### config.mk
export PLATFORM = sky130hd
export DESIGN_NAME = apb_scan_ctrl
export DESIGN_NICKNAME = d
export VERILOG_FILES = /design/src/rtl/apb_scan_ctrl.sv
export SDC_FILE = /design/constraint.sdc
export NUM_CORES = 1
export LEC_CHECK = 0
export CAP_MARGIN = 0
export CELL_PAD_IN_SITES_DETAIL_PLACEMENT = 0
export CELL_PAD_IN_SITES_GLOBAL_PLACEMENT = 1
export CORE_MARGIN = 5
export CORE_UTILIZATION = 51
export CTS_BUF_LIST = sky130_fd_sc_hd__clkbuf_8
export CTS_CLUSTER_SIZE = 8
export DETAILED_ROUTE_END_ITERATION = 12
export DONT_BUFFER_PORTS = 1
export GPL_TIMING_DRIVEN = 1
export PLACE_DENSITY = 0.86
export REMOVE_ABC_BUFFERS = 1
export SLEW_MARGIN = 0
export SYNTH_ARGS = -nofsm -noshare
export SYNTH_HDL_FRONTEND = slang
export SYNTH_SLANG_ARGS = --single-unit
### constraint.sdc
create_clock -name clk -period 2.2 [get_ports clk]
set_input_delay 0.11 -clock clk [delete_from_list [all_inputs] [get_ports clk]]
set_output_delay 0.11 -clock clk [all_outputs]
set_load 0.01 [all_outputs]
### src/rtl/apb_scan_ctrl.sv
// APB register slave driving a scan chain: capture, LEN-bit shift with divided scan_clk, update.
// APB accesses complete in setup+access (pready tied high); scan outputs are registered, 1 clk after state change.
// No backpressure: busy/done are polled through STATUS; config writes and START are dropped while busy.
// Optional feature macro: SCAN_LOOPBACK_EN (adds CTRL bit3 LOOP, sample taken from scan_out instead of scan_in).
module apb_scan_ctrl #(
    parameter int PADDR_WL = 8,
    parameter int PDATA_WL = 8
) (
    input  logic                clk,
    input  logic                reset,
    input  logic                psel,
    input  logic                penable,
    input  logic                pwrite,
    input  logic [PADDR_WL-1:0] paddr,
    input  logic [PDATA_WL-1:0] pwdata,
    output logic [PDATA_WL-1:0] prdata,
    output logic                pready,
    output logic                scan_clk,
    output logic                scan_en,
    output logic                scan_out,
    input  logic                scan_in,
    output logic                scan_capture,
    output logic                scan_update
);

    typedef enum logic [2:0] {
        S_IDLE,
        S_CAPTURE,
        S_SHIFT_LO,
        S_SHIFT_HI,
        S_UPDATE,
        S_DONE
    } state_t;

    state_t      state;
    logic [31:0] shift_buf;
    logic [31:0] buf_shift;
    logic [5:0]  len_q;
    logic [5:0]  bit_cnt;
    logic [7:0]  div_q;
    logic [7:0]  div_cnt;
    logic        busy;
    logic        done;
    logic        upd_en;
    logic        sample_bit;
    logic [4:0]  len_idx;
    logic [2:0]  addr;
    logic        wr_en;
    logic        cfg_wr;
    logic        start_req;
    logic [7:0]  rd_val;
    logic        unused_paddr_hi;

    assign pready          = 1'b1;
    assign addr            = paddr[2:0];
    assign unused_paddr_hi = &{1'b0, paddr[PADDR_WL-1:3]};
    assign wr_en           = psel & penable & pwrite;
    assign cfg_wr          = wr_en & ~busy;
    assign start_req       = cfg_wr && (addr == 3'd0) && pwdata[0];
    // LEN is 1..32 whenever a shift runs, so LEN-1 always fits in 5 bits
    assign len_idx         = 5'(len_q - 6'd1);

`ifdef SCAN_LOOPBACK_EN
    logic loop_en;
    // Loopback feeds the bit currently driven out back into the top of the window
    assign sample_bit = loop_en ? scan_out : scan_in;
`else
    assign sample_bit = scan_in;
`endif

    // Next buffer value on a shift: move right, insert the sampled bit at LEN-1
    always_comb begin
        buf_shift          = shift_buf >> 1;
        buf_shift[len_idx] = sample_bit;
    end

    // Read mux: only live during a read select, zero otherwise; no side effects
    always_comb begin
        rd_val = 8'h00;
        if (psel && !pwrite) begin
            case (addr)
                3'd1:    rd_val = {6'b0, done, busy};
                3'd2:    rd_val = {2'b0, len_q};
                3'd3:    rd_val = div_q;
                3'd4,
                3'd5,
                3'd6,
                3'd7:    rd_val = shift_buf[{addr[1:0], 3'b000} +: 8];
                default: rd_val = 8'h00;
            endcase
        end
    end

    assign prdata = rd_val;

    // LEN and DIV configuration, frozen while a shift is in progress
    always_ff @(posedge clk or posedge reset) begin
        if (reset) begin
            len_q <= 6'd0;
            div_q <= 8'd0;
        end else if (cfg_wr) begin
            if (addr == 3'd2) len_q <= (pwdata[7:0] > 8'd32) ? 6'd32 : pwdata[5:0];
            if (addr == 3'd3) div_q <= pwdata[7:0];
        end
    end

    // Sequencer: owns the shift buffer, status flags and every scan output
    always_ff @(posedge clk or posedge reset) begin
        if (reset) begin
            state        <= S_IDLE;
            shift_buf    <= 32'd0;
            bit_cnt      <= 6'd0;
            div_cnt      <= 8'd0;
            busy         <= 1'b0;
            done         <= 1'b0;
            upd_en       <= 1'b0;
`ifdef SCAN_LOOPBACK_EN
            loop_en      <= 1'b0;
`endif
            scan_clk     <= 1'b0;
            scan_en      <= 1'b0;
            scan_out     <= 1'b0;
            scan_capture <= 1'b0;
            scan_update  <= 1'b0;
        end else begin
            scan_capture <= 1'b0;
            scan_update  <= 1'b0;
            case (state)
                S_IDLE: begin
                    if (cfg_wr && addr[2]) begin
                        shift_buf[{addr[1:0], 3'b000} +: 8] <= pwdata[7:0];
                    end
                    if (start_req) begin
                        done    <= 1'b0;
                        busy    <= 1'b1;
                        upd_en  <= pwdata[2];
`ifdef SCAN_LOOPBACK_EN
                        loop_en <= pwdata[3];
`endif
                        bit_cnt <= len_q;
                        div_cnt <= 8'd0;
                        if (len_q != 6'd0) begin
                            if (pwdata[1]) begin
                                state        <= S_CAPTURE;
                                scan_capture <= 1'b1;
                            end else begin
                                state    <= S_SHIFT_LO;
                                scan_en  <= 1'b1;
                                scan_clk <= 1'b0;
                                scan_out <= shift_buf[0];
                            end
                        end else if (pwdata[2]) begin
                            state       <= S_UPDATE;
                            scan_update <= 1'b1;
                        end else begin
                            state <= S_DONE;
                        end
                    end
                end
                S_CAPTURE: begin
                    state    <= S_SHIFT_LO;
                    scan_en  <= 1'b1;
                    scan_clk <= 1'b0;
                    scan_out <= shift_buf[0];
                    div_cnt  <= 8'd0;
                end
                S_SHIFT_LO: begin
                    if (div_cnt == div_q) begin
                        state    <= S_SHIFT_HI;
                        scan_clk <= 1'b1;
                        div_cnt  <= 8'd0;
                    end else begin
                        div_cnt <= div_cnt + 8'd1;
                    end
                end
                S_SHIFT_HI: begin
                    if (div_cnt == div_q) begin
                        shift_buf <= buf_shift;
                        bit_cnt   <= bit_cnt - 6'd1;
                        div_cnt   <= 8'd0;
                        scan_clk  <= 1'b0;
                        if (bit_cnt == 6'd1) begin
                            scan_en  <= 1'b0;
                            scan_out <= 1'b0;
                            if (upd_en) begin
                                state       <= S_UPDATE;
                                scan_update <= 1'b1;
                            end else begin
                                state <= S_DONE;
                            end
                        end else begin
                            state    <= S_SHIFT_LO;
                            scan_out <= buf_shift[0];
                        end
                    end else begin
                        div_cnt <= div_cnt + 8'd1;
                    end
                end
                S_UPDATE: begin
                    state <= S_DONE;
                end
                S_DONE: begin
                    done  <= 1'b1;
                    busy  <= 1'b0;
                    state <= S_IDLE;
                end
                default: begin
                    state <= S_IDLE;
                end
            endcase
        end
    end

endmodule

==> Word level (Yosys, flattened, before mapping) <==
Cells that the tools add are included.
{ "totals": {"input_bits": 22, "elab_cells": 134, "out_inout_bits": 14, "reg_bits": 71} }
{ "classes": {"muxes": 58, "bitwise": 4, "addsub": 4, "reduce_logical": 27, "shift": 3, "magnitude_cmp": 3, "eq_ne": 21} }
{ "op_table": {"columns": ["op", "count"], "rows": [
  ["$bwmux 32", 2],
  ["$mux 32", 2],
  ["$pmux 32 s2", 1],
  ["$pmux 8 s4", 1],
  ["$shift 8x7->32 const A", 1],
  ["$shiftx 32x6->8", 1],
  ["$shiftx 8x7->32", 1],
  ["$mux 1", 30],
  ["$mux 8", 3],
  ["$pmux 8 s3", 1],
  ["$eq 3x3->1 const B", 6],
  ["$mux 6", 3],
  ["$mux 3", 5],
  ["$pmux 3 s5", 1],
  ["$ne 2x2->1 const B", 7],
  ["$eq 3x2->1 const B", 4],
  ["$pmux 6 s2", 1],
  ["$reduce_and 6->1", 2],
  ["$reduce_and 2->1", 5],
  ["$reduce_and 3->1", 3],
  ["$add 8x1->8 const B", 1],
  ["$eq 8x8->1", 1],
  ["$gt 8x6->1 const B", 1],
  ["$neg 5->7", 1],
  ["other kinds (23)", 36]
]} }

==> Logic depth before layout (Yosys ltp) <==
Gate-level depths: netlist (run 1).
{ "logic_depth": {"word_depth": 9, "ltp_mapped": 8, "depth_no_buf": 7} }

==> Worst setup path before layout (run 1) <==
Ideal clock, no wire load.
{ "synth_timing": {"path_type": "input-to-reg", "start": "in paddr[1]", "end": "reg scan_out", "t_required_ps": 2075, "setup_time_ps": 125, "path_slack_ps": 108, "cell_stages": 8, "t_arrival_ps": 1968, "n_path_buf": 1, "cell_sequence": "clkbuf_1 -> inv_1 -> ha_1 -> nand2_1 -> nor3_1 -> a31oi_1 -> o32ai_1 -> mux2_2"} }
{ "synth_via": {"elab_chain_cells": 5} }
{ "synth_rtl": {"columns": ["item", "line", "rtl"], "rows": [
  ["start: declaration", "14", "input logic [PADDR_WL-1:0] paddr,"],
  ["$logic_not 3->1", "59", "assign start_req = cfg_wr && (addr == 3'd0) && pwdata[0];"],
  ["$logic_and 1x1->1 (2 in series)", "59", null],
  ["$ne 2x2->1 (no source line)", null, null],
  ["$reduce_and 5->1 (no source line)", null, null],
  ["end signal: assignment", "150", "scan_out <= shift_buf[0];"],
  ["end signal: assignment", "164", "scan_out <= shift_buf[0];"],
  ["end signal: assignment", "193", "scan_out <= buf_shift[0];"],
  ["end: declaration", "20", "output logic scan_out,"]
]} }
Every way passes these cells.
A chain may end at the register's enable or synchronous reset.

==> Final worst setup path (run 1) <==
{ "layout_timing": {"start": "reg bit_cnt[2]", "end": "reg state[0]"} }
{ "layout_via": {"elab_chain_cells": 4} }
{ "layout_rtl": {"columns": ["item", "line", "rtl"], "rows": [
  ["start: declaration", "39", "logic [5:0] bit_cnt;"],
  ["start signal: assignment", "140", "bit_cnt <= len_q;"],
  ["start signal: assignment", "179", "bit_cnt <= bit_cnt - 6'd1;"],
  ["$eq 6x1->1", "182", "if (bit_cnt == 6'd1) begin"],
  ["$mux 3", "182", null],
  ["$mux 3", "177", "if (div_cnt == div_q) begin"],
  ["$pmux 3 s5", "128", "case (state)"],
  ["end signal: assignment", "186", "state <= S_UPDATE;"],
  ["end signal: assignment", "189", "state <= S_DONE;"],
  ["end signal: assignment", "192", "state <= S_SHIFT_LO;"],
  ["end: declaration", "35", "state_t state;"]
]} }
Every way passes these cells. The select of a mux whose other input is x is not followed.

==> results of run 1 <==
==> layout by cell type, fill, tap and decap left out, types with 4 or more instances in the layout <==
cell type and instances:
a22o_1 8, or3_1 6, buf_4 33, nor2_1 72, nor3b_1 4, ha_1 11, dfrtp_1 71, mux4_2 8
o21ai_0 16, mux2_2 40, o31ai_2 4, a22oi_1 37, nor3_1 12, a31oi_1 9, a21oi_1 51, nand4_1 9
xnor2_1 8, nand2_1 27, nand2b_1 4, nor4_1 4, clkbuf_8 10, inv_1 13, nand3_1 15, dlygate4sd3_1 11
==> registers in the layout, summed over array words and instances (netlist names) <==
register	flops
state	3
busy	1
bit_cnt	6
scan_en	1
scan_update	1
done	1
div_cnt	8
scan_clk	1
upd_en	1
div_q	8
scan_capture	1
shift_buf	32
scan_out	1
len_q	6
==> through the flow <==
stage | worst slack, ns | std cells | utilization, % | instance area (sq um) | power (mW)
6_report | 0.1448 | 648 | 58.08 | 5290 | 2.635
5_1_grt | 0.09905 | 648 | 58.08 | 5290 | 2.732
4_1_cts | 0.1567 | 647 | 57.97 | 5280 | 2.648
3_5_place_dp | 0.1749 | 622 | 54.53 | 4967 | 1.472
3_3_place_gp | 0.2094 | 622 | 54.53 | 4967 | 1.470
2_1_floorplan | -0.8291 | 477 | - | 4538 | 1.432
==> power groups by stage <==
stage                     logic, mW  registers, mW  clock network, mW
after floorplan              0.0889           1.34                  0
after global placement        0.124           1.35                  0
after detailed placement      0.126           1.35                  0
after CTS                     0.158           1.32               1.17
after global routing          0.174           1.32               1.24
final                         0.161           1.32               1.15
==> area by class of cell <==
type	count	area [sq um]	area share [%]
Clock buffer	10	137.6	2.602
Clock inverter	5	75.07	1.419
Inverter	12	45.04	0.8515
Multi-Input combinational cell	394	2739	51.77
Sequential cell	71	1777	33.59
Tap cell	111	138.9	2.625
Timing Repair Buffer	45	377.9	7.143
==> what timing repair did <==
action | CTS | global route
hold buffers | 10 | 1
hold endpoints to repair | 65 | 1
buffers inserted | 0 | 0
==> cell families (layout without fill, tap and decap cells) <==
logic type | count (synthesis) | count (layout) | synth area share, %
other | 1 | 1 | 0.07999
AND/OR/NAND/NOR | 173 | 173 | 17.83
buffers and inverters | 44 | 72 | 4.163
adder cells (fa/ha/maj) | 11 | 11 | 2.936
flip-flops | 71 | 71 | 37.90
multiplexers | 48 | 48 | 13.45
AO/OA/AOI/OAI | 153 | 153 | 22.15
XOR/XNOR | 8 | 8 | 1.495
==> worst register-to-register path, delay by kind of cell, from the launching register on <==
kind | cells | cell delay [ns]
AOI/OAI and AO/OA | 2 | 0.40
and+or+nand+nor | 3 | 1.16
DFF | 1 | 0.43
==> path summary, 6_finish.rpt <==
| path | startpoint | endpoint | slack, ns | cells past startpoint |
|---|---|---|---|---|
| worst min register to register | div_cnt[5] | div_cnt[5] | 0.55 | 1 |
| worst min-delay path | pwdata[6] | shift_buf[6] | -0.001 | 2 |
| min in group asynchronous | reset | shift_buf[13] | 0.26 | 2 |
| worst max-delay path | bit_cnt[2] | state[0] | 0.14 | 5 |
| max in group asynchronous | reset | state[0] | 1.29 | 3 |
| worst max register to register | bit_cnt[2] | state[0] | 0.14 | 5 |
==> per-layer routing <==
layer | vias to the layer above | global-route usage, % | part of all wire, %
met3 | 37 | 7.165 | 8.7
met5 | - | 0 | 0
met2 | 200 | 43.21 | 48
met4 | 0 | 9.898 | 3.2
met1 | 2074 | 33.94 | 40
li1 | 1963 | - | -
==> results.md, run 1 <==
* Status: finished with violations
* Violated checks: negative hold slack
* CTS sink count at 71
* Fin nets at 566
* Initial Util at 51.47%
* Yosys Warn Count at 0
* Drt wl/cell at 22.42 um
* Worst-Skew Late Latency at 0.35 ns
* Seq pwr share at 50.1%
* CP cell instances: or3_4, or3b_4, or3_1, a221oi_2, a32o_1
* Post-synthesis sequential area ratio at 37.90%
* Clock slew at reported path FFs at 0.07 ns
* RSZ-0062 raised after global routing: false
* Placer Congestion at 0.9801
* Global-route wire length before repair at 22.91 mm
* Root buffer cell: clkbuf_8
* Worst EP required at 2.49 ns
* Vias at 4274
* GR Util All Layers at 26.59%
* Buffers on Ports at 0
* Final setup viols at 0
* Asr flop ratio synth at 100.0%
* Sw Share at 22.88%
* Ant diodes at 0
* Delay of the slowest critical-path stage at 0.43 ns
* Switching Power at 602.9 uW
* Measured slew at the worst slew-check pin at 0.6026 ns
* Clock skew at 0.01329 ns
* Post-Synthesis Cells at 509
* Share of post-route cells with drive strength above 1 at 20.86%
* Family with the most delay on the worst path: simple AND/OR/NAND/NOR gates
* Worst Hold Class: input port to flop
* Die Y at 105.9 um
* Mean Syn Cell Area at 9.211 sq um
* Startpoint types: flop
* Yosys top cell by area: dfrtp_1
* Combinational share of power at 6.1%
* #FFs+latches synth at 71
* Largest net degree at the start of global routing at 49
* Period Utilization, post-route at 93.42%
* Top_reg_cell synth: dfrtp_1
* CP Max Fanout at 5
* Initial antenna violation count at 0
* Max VDD drop at 0.0003089 V
* Vias in the first global route at 4237
* Slew Limit Fails at 0
* Die ar. at 11210 sq um
* Pwr dens at 498.1 nW/um^2
* Commonest cells in the netlist: nor2_1 (73), dfrtp_1 (71), a21oi_1 (51), mux2_2 (40), a22oi_1 (37)
* Max Freq at 0.4866 GHz
* EDFF count, synth at 0
* DRT iter0 DRCs at 325
* Core area at 9109 sq um
* Total of fill cells in the finished design at 823
* Crit path time final at 2.055 ns
* Setup TNS at 0 ns
* Maxcap violations at 0
* CTS buffer count at 9
* Routed Antenna Nets at 0
* H-tree depth at 3
* Dpl hpwl at 9.924 mm
* Worst hold slack at -0.001102 ns
* Most frequent cell after synthesis: nor2_1
* Routed vias/inst at 6.596
* TritonRoute pass-1 iters at 5
* Synthesis-to-layout area growth at 12.84%
* Clk network pwr share at 43.8%
* Post-synth top area share at 37.90%
* Num ports at 36
* CTS tree: yes
* CTS Buffer Depth at 2
* Synth cell types at 59
* Drt drc at 0
* Grt ovf at 0
* Leakage at 2.176 nW
* Critical Path AT at 2.34 ns
* Critical path type: flop to flop
* Worst path buffer plus inverter count at 0
* FP Rows at 35
* Crit path max-delay cell type: dfrtp_1
* Synthesized area at 4688 sq um
* Slew margin rel. at 59.82%
* Hold Fails Final Rpt at 1
* Pint at 2.032 mW
* Synth area leaders: dfrtp_1 (38%), mux2_2 (9.6%), a22oi_1 (5.9%)
* CP endpoint kind: flop
* Post-Route WL at 14.53 mm
* CTS resizes at 0
* Die X at 105.9 um
No activity file was read; power rests on OpenSTA's default activity.
==> run 2: changes to the inputs <==
Settings changed: HOLD_SLACK_MARGIN from default to 0.05, PLACE_DENSITY 0.86 to 0.88.
==> results.md, run 2 (same netlist as run 1, synthesis figures left out) <==
* Max reg flops at 32
* Pwr dens at 485.5 nW/um^2
* Combinational share of power at 6.2%
* Final Cell Area at 5320 sq um
* Die ar. at 11210 sq um
* Switching Power at 624.2 uW
* Buffers on Ports at 0
* Placer Congestion at 0.9176
* Max VDD drop at 0.0003887 V
* Final setup margin at 0.1290 ns
* Drt drc at 0
* Post-place setup slack at -0.09421 ns
* R2r worst-path depth at 5
* Final core occ at 58.41%
* Routed Antenna Nets at 0
* Biggest regs: shift_buf x32, div_cnt x8, div_q x8
* Placed cell areas at 4980 sq um
* R2R Setup Slk at 0.13 ns
* Synthesis-to-layout area growth at 13.48%
* Post-CTS setup buffers at 0
* Vias in the first global route at 4217
* Slew Limit Fails at 0
* Seq pwr share at 51.1%
* Status: complete, no violations
* Most common cell after layout, fill and taps aside: nor2_1
* Worst Hold Class: input port to flop
* GR Util All Layers at 26.63%
* H-tree depth at 3
* Measured slew at the worst slew-check pin at 0.8501 ns
* Clock slew at reported path FFs at 0.08 ns
* Max Freq at 0.4829 GHz
* Maxcap violations at 0
* Core area at 9109 sq um
* Slew margin rel. at 43.02%
* Worst EP required at 2.49 ns
* Global-route wire length before repair at 23.20 mm
* Sw Share at 24.16%
* CP endpoint kind: flop
* Critical Path AT at 2.36 ns
* Crit path time final at 2.071 ns
* Clock skew at 0.01055 ns
* Leakage at 2.167 nW
* Final setup viols at 0
* Initial Util at 51.47%
* TritonRoute pass-1 iters at 5
* Die Y at 105.9 um
* Hold path cells at 3
* Die X at 105.9 um
* Worst-Skew Late Latency at 0.36 ns
* Fin cells at 649
* Drt wl/cell at 22.34 um
* Most frequent cells in the layout: nor2_1 (72), dfrtp_1 (70), a21oi_1 (51), mux2_2 (40), a22oi_1 (37)
* Startpoint types: flop
* CTS buffer count at 9
* Reg with most FFs: shift_buf
* Routed vias/inst at 6.629
* FP Rows at 35
* Hold Fails Final Rpt at 0
* Pint at 1.959 mW
* Period Utilization, post-route at 94.14%
* Fin nets at 565
* Root buffer cell: clkbuf_8
* CP Max Fanout at 5
* DRT iter0 DRCs at 392
* Total of fill cells in the finished design at 816
* CTS sink count at 71
* Grt ovf at 0
* Num ports at 36
* Dpl hpwl at 9.921 mm
* Critical path type: flop to flop
* CTS tree: yes
* Initial antenna violation count at 2
* CTS Buffer Depth at 2
* Clk network pwr share at 42.6%
* Post-Route WL at 14.50 mm
* Share of post-route cells with drive strength above 1 at 21.97%
* RSZ-0062 raised after global routing: false
* Vias at 4302
* Inst Count DP at 622
* Largest net degree at the start of global routing at 40
==> run 2: repair_timing <==
item / CTS / global route
endpoints found under the hold margin: 72 / 0
resized for setup: 2 / 3
hold buffers: 10 / 0
endpoints found under the setup margin: 15 / 1
pin swaps: 0 / 0
==> run 2: per-layer routing <==
layer | global-route usage [%] | vias to the layer above | routed length, um
met4 | 8.696 | 2 | 468
met1 | 34.61 | 2077 | 5750
met2 | 43.94 | 222 | 6958
met3 | 6.124 | 47 | 1307
met5 | 0 | - | 12
li1 | - | 1954 | -
==> run 2: layout make-up <==
type                            count  area [sq um]  area share [%]
Multi-Input combinational cell    394          2766           52.00
Sequential cell                    71          1778           33.42
Timing Repair Buffer               44         380.4           7.150
Clock buffer                       11         151.4           2.846
Tap cell                          111         138.9           2.611
Clock inverter                      5         57.56           1.082
Inverter                           12         45.04          0.8467
Antenna cell                        1         2.502         0.04704
==> run 2: power groups by stage <==
stage / Clock (mW) / Combinational (mW) / Sequential (mW)
after global placement: 0 / 0.124 / 1.35
after CTS: 1.12 / 0.161 / 1.32
after global routing: 1.18 / 0.175 / 1.32
final: 1.10 / 0.161 / 1.32
after detailed placement: 0 / 0.127 / 1.35
after floorplan: 0 / 0.0889 / 1.34
==> run 2: worst max-delay path: stages (launching register included) <==
cell and delay (ns):
dfrtp_1 0.43, or3_4 0.43, or3b_4 0.40, or3_1 0.34
a221oi_2 0.22, a32o_1 0.20
==> run 2: path summary, 6_finish.rpt <==
kind,start,end
min in group asynchronous,reset,shift_buf[21]
min,scan_in,shift_buf[18]
max,bit_cnt[2],state[0]
min reg2reg,shift_buf[20],shift_buf[20]
max in group asynchronous,reset,len_q[2]
max reg2reg,bit_cnt[2],state[0]
==> run 2: metrics by stage <==
step | hold slack, ns | TNS, ns | total power, mW
6_report | 0.09846 | 0 | 2.583
5_1_grt | 0.1091 | 0 | 2.676
4_1_cts | 0.09482 | 0 | 2.596
3_5_place_dp | 0.1009 | -0.4836 | 1.474
3_3_place_gp | 0.09260 | -0.09935 | 1.470
2_1_floorplan | 0.2413 | -23.59 | 1.432
